--- src/rtl/mult_share_arbiter.sv ---
// rtl/mult_share_arbiter.sv - round-robin share of one signed multiplier across NUM_REQ requesters.
// Define MULT_ARB_FIXED_PRIO_EN for fixed lowest-index-wins priority instead of round-robin.

module signed_multiplier #(
  parameter int W = 24
) (
  input  logic [W-1:0]   a,
  input  logic [W-1:0]   b,
  output logic [2*W-1:0] p
);
  logic signed [2*W-1:0] ax, bx;

  // Sign-extend to full product width so the low 2W bits are the exact signed product.
  assign ax = {{W{a[W-1]}}, a};
  assign bx = {{W{b[W-1]}}, b};
  assign p  = ax * bx;
endmodule

module mult_share_arbiter #(
  parameter int WIDTH_IN   = 24,
  parameter int NUM_REQ    = 4,
  parameter int PIPE_EXTRA = 0,
  parameter int ID_W       = $clog2(NUM_REQ)
) (
  input  logic                         clk,
  input  logic                         rst,
  input  logic [NUM_REQ-1:0]           req_valid,
  input  logic [NUM_REQ*WIDTH_IN-1:0]  req_a,
  input  logic [NUM_REQ*WIDTH_IN-1:0]  req_b,
  output logic [NUM_REQ-1:0]           req_ready,
  output logic                         res_valid,
  output logic [ID_W-1:0]              res_id,
  output logic [2*WIDTH_IN-1:0]        res_p,
  input  logic                         res_ready,
  output logic                         busy
);
  localparam int NS = PIPE_EXTRA + 1;

  logic                  advance;
  logic                  xfer;
  logic                  found;
  int                    idx;
  logic [NUM_REQ-1:0]    grant;
  logic [ID_W-1:0]       gidx;
  logic [ID_W-1:0]       ptr;

  logic                  s0_v;
  logic [ID_W-1:0]       s0_id;
  logic [WIDTH_IN-1:0]   s0_a;
  logic [WIDTH_IN-1:0]   s0_b;
  logic [2*WIDTH_IN-1:0] prod;

  // st_*[0] is the product register; the rest are the optional extra stages.
  logic [NS-1:0]         st_v;
  logic [ID_W-1:0]       st_id [NS];
  logic [2*WIDTH_IN-1:0] st_p  [NS];

  assign res_valid = st_v[NS-1];
  assign res_id    = st_id[NS-1];
  assign res_p     = st_p[NS-1];
  assign advance   = !res_valid || res_ready;
  assign busy      = s0_v || (|st_v);

`ifdef MULT_ARB_FIXED_PRIO_EN
  assign ptr = '0;
`else
  logic [ID_W-1:0] rr_ptr;

  assign ptr = rr_ptr;

  always_ff @(posedge clk or posedge rst) begin
    if (rst) begin
      rr_ptr <= '0;
    end else if (xfer) begin
      rr_ptr <= (int'(gidx) == NUM_REQ - 1) ? '0 : gidx + 1'b1;
    end
  end
`endif

  always_comb begin
    grant = '0;
    gidx  = '0;
    found = 1'b0;
    idx   = 0;
    for (int k = 0; k < NUM_REQ; k++) begin
      idx = int'(ptr) + k;
      if (idx >= NUM_REQ) idx = idx - NUM_REQ;
      if (!found && req_valid[idx]) begin
        found      = 1'b1;
        grant[idx] = 1'b1;
        gidx       = ID_W'(idx);
      end
    end
  end

  assign req_ready = (advance && !rst) ? grant : '0;
  assign xfer      = |req_ready;

  signed_multiplier #(.W(WIDTH_IN)) u_mul (
    .a (s0_a),
    .b (s0_b),
    .p (prod)
  );

  // The whole pipeline moves in lockstep on advance, so ordering is preserved under stalls.
  always_ff @(posedge clk or posedge rst) begin
    if (rst) begin
      s0_v  <= 1'b0;
      s0_id <= '0;
      s0_a  <= '0;
      s0_b  <= '0;
      st_v  <= '0;
      for (int k = 0; k < NS; k++) begin
        st_id[k] <= '0;
        st_p[k]  <= '0;
      end
    end else if (advance) begin
      s0_v <= xfer;
      if (xfer) begin
        s0_id <= gidx;
        s0_a  <= req_a[int'(gidx)*WIDTH_IN +: WIDTH_IN];
        s0_b  <= req_b[int'(gidx)*WIDTH_IN +: WIDTH_IN];
      end
      st_v[0]  <= s0_v;
      st_id[0] <= s0_id;
      st_p[0]  <= prod;
      for (int k = 1; k < NS; k++) begin
        st_v[k]  <= st_v[k-1];
        st_id[k] <= st_id[k-1];
        st_p[k]  <= st_p[k-1];
      end
    end
  end
endmodule

--- config.mk ---
export PLATFORM = sky130hd
export DESIGN_NAME = mult_share_arbiter
export DESIGN_NICKNAME = d
export VERILOG_FILES = /design/src/rtl/mult_share_arbiter.sv
export SDC_FILE = /design/constraint.sdc
export NUM_CORES = 2
export LEC_CHECK = 0
export ABC_AREA = 1
export CORE_MARGIN = 2
export CORE_UTILIZATION = 60
export DETAILED_ROUTE_END_ITERATION = 16
export PLACE_DENSITY = 0.82
export REMOVE_ABC_BUFFERS = 1
export SYNTH_ARGS = -nofsm -noshare
export SYNTH_HDL_FRONTEND = slang
export SYNTH_HIERARCHICAL = 1
export SYNTH_SLANG_ARGS = --single-unit
--- constraint.sdc ---
create_clock -name clk -period 9.5 [get_ports clk]
set_input_delay 0.95 -clock clk [delete_from_list [all_inputs] [get_ports clk]]
set_output_delay 0.95 -clock clk [all_outputs]
set_load 0.02 [all_outputs]
==> summary.txt <==
Outcome
  – Status: completed

Synth
  – EDFF count, synth: 0
  – Xor and xnor area share after synthesis: 0.00942
  – Synth Area in Adders: 0.467
  – Leading area contributor after synthesis: fa_1
  – Post-synthesis compound-gate area fraction: 0.0115
  – Cells after synthesis: 4,132
  – Largest family of logic cells by synthesized area: adder cells
  – Synth cell types: 33
  – Ys Warns: 6
  – Synth top cells by count: nand2_1 (1,397), inv_1 (1,226), fa_1 (607)
  – Syn Std Cell Area: 29,700 sq um
  – Area contributors post-synth: fa_1 (41%), nand2_1 (18%), inv_1 (15%)
  – Sequential share of the synthesized area: 0.0875
  – Most common flop cell mapped by yosys: dfrtp_1
  – Count leader, synth: nand2_1
  – Yosys reg bits: 104
  – Synth Area per Inst: 7.20 sq um
  – Simple-gate portion of the synthesized area: 0.245
  – Post-synthesis mux area share: 0
  – Top cell type's share of synthesized area: 0.409
  – Ys async rst share: 1.00

Drt
  – Routed Antenna Nets: 0
  – Residual DRC: 0
  – Vias per cell: 5.20
  – Routed len/inst: 16.3 um
  – WL final: 80,900 um
  – Initial DRC count: 2,273
  – Drt first pass iters: 8
  – Vias: 25,700

Worst setup path
  – Most used cell, CP: nand2_1
  – WP data arrival: 7870 ps
  – Worst setup EP type: register
  – Worst-path maximum fanout: 25
  – Slowest stage delay, CP: 940 ps
  – Crit Path Class: register to register
  – Critical path's slowest cell: dfrtp_1
  – CP required: 9830 ps
  – CP Launch Type: register

Die
  – Die ar.: 51,400 sq um
  – DIE WIDTH: 227 um
  – I/O pin count: 255
  – Core area: 49,000 sq um
  – Die Ht: 227 um
  – Starting Density: 0.608
  – # rows: 81

STA
  – Slew headroom: 0.175
  – Final hold vios: 0
  – Fmax: 133 MHz
  – Final Max Slew Viols: 0
  – Period utilisation layout: 0.794
  – RSZ-0062 raised after global routing: false
  – Setup violations, final: 0
  – Worst-Margin Slew: 1240 ps
  – Layout Skew: 11.7 ps
  – TNS Setup: 0 ps
  – Tmin final: 7540 ps

Clock network
  – Post-CTS Setup Bufs: 0
  – Cts hold-fix bufs: 0
  – Clock slew at reported path FFs: 80 ps
  – Clk root buf: clkbuf_16
  – Longest Clk Path Bufs: 2
  – Worst-Skew Late Latency: 390 ps
  – # clock sinks: 104
  – Post-CTS sizing: 0
  – H-tree depth: 3
  – CTS tree: yes
  – Total CTS buffers: 9

Global routing
  – Gr ovfl total: 0
  – Initial antenna violation count: 0
  – Largest net degree at the start of global routing: 100
  – Gr usage total: 0.339
  – Vias in the first global route: 27,100
  – First-pass GRT wire length: 135,000 um

Placement
  – Port bufs: 254
  – HPWL after DPL: 64,600 um
  – Gpl congestion: 1.02

Layout
  – Final-stage net count: 5,228
  – Layout area overhead: 11.2%
  – Fillers: 4,076
  – Final Core Density: 0.676
  – Number of diodes: 0
  – Layout cells sized above 1: 0.0229

Flow run
  – Max cap viols: 0

Worst hold path
  – Worst hold path type: register to register
==> cell usage in the layout (no fill, tap or decap), types with 3 or more instances in the layout <==
| master | instances |
|---|---|
| nor2_1 | 102 |
| nand4_1 | 18 |
| a21boi_0 | 4 |
| dfrtp_1 | 104 |
| fa_1 | 607 |
| nand3_1 | 242 |
| xnor2_1 | 11 |
| xor2_1 | 21 |
| o21ai_0 | 9 |
| inv_1 | 1225 |
| or2_2 | 5 |
| clkdlybuf4s50_1 | 254 |
| a21oi_1 | 42 |
| nand2_2 | 8 |
| nand3_2 | 9 |
| nor2_2 | 4 |
| o21bai_1 | 6 |
| clkbuf_16 | 9 |
| inv_2 | 3 |
| buf_4 | 41 |
| nand2_1 | 1397 |
| ha_1 | 140 |
| nor2_4 | 7 |
==> cells by family (layout without fill, tap and decap cells) <==
family,count (synthesis),count (layout)
fa+ha+maj,747,747
compound gates,62,62
xor+xnor,32,32
flops,104,104
buf+inv,1386,1541
simple gates,1801,1801
==> final timing paths <==
kind                            slack, ps   endpoint     start  cells after the start
max in group asynchronous            7170   res_p[7]       rst                      3
min in group asynchronous            1060   s0_b[18]       rst                      2
worst max-delay path                 1960  res_p[46]  s0_a[23]                     28
worst min-delay path                  470  res_valid      s0_v                      2
worst min register to register        470  res_valid      s0_v                      2
worst max register to register       1960  res_p[46]  s0_a[23]                     28
==> cell type report <==
| type | count | area, sq um | share of cell area |
|---|---|---|---|
| timing repair buffer | 295 | 2850 | 0.0862 |
| tap | 664 | 831 | 0.0251 |
| clock inverter | 4 | 76.3 | 0.00231 |
| multi-input combinational | 2642 | 21800 | 0.660 |
| clock buffer | 12 | 256 | 0.00776 |
| inverter | 1230 | 4620 | 0.140 |
| sequential | 104 | 2600 | 0.0787 |
==> state kept, by name, summed over array words and instances, names as in the netlist <==
register / count
res_p: 48
s0_a: 24
s0_b: 24
ptr: 2
res_id: 2
s0_id: 2
res_valid: 1
s0_v: 1
==> critical path, delay by kind of cell (launching register included) <==
kind	cells	cell delay, ps
adder cells (fa/ha/maj)	8	4390
buffers and inverters	8	940
flip-flops	1	940
AND/OR/NAND/NOR	12	1190
==> stage by stage <==
step	setup slack (ps)	hold WS (ps)	cells	instance area (sq um)
final	1960	475	4951	33100
after floorplan	2870	431	3976	29000
after global routing	1470	502	4951	33100
after detailed placement	2130	464	4935	32700
after CTS	2080	472	4951	33100
after global placement	2180	453	4935	32700
==> routing by layer <==
layer | GRT usage | up-vias | share of wire
met4 | 0.170 | 2 | 0.054
met5 | 0.00978 | - | 0.00080
met1 | 0.408 | 12400 | 0.37
met3 | 0.0612 | 304 | 0.080
li1 | - | 11900 | -
met2 | 0.584 | 1162 | 0.49
Power is left out: the tool's default activity adds up to more than one toggle a clock period on the data nets, which glitch-free logic cannot reach.
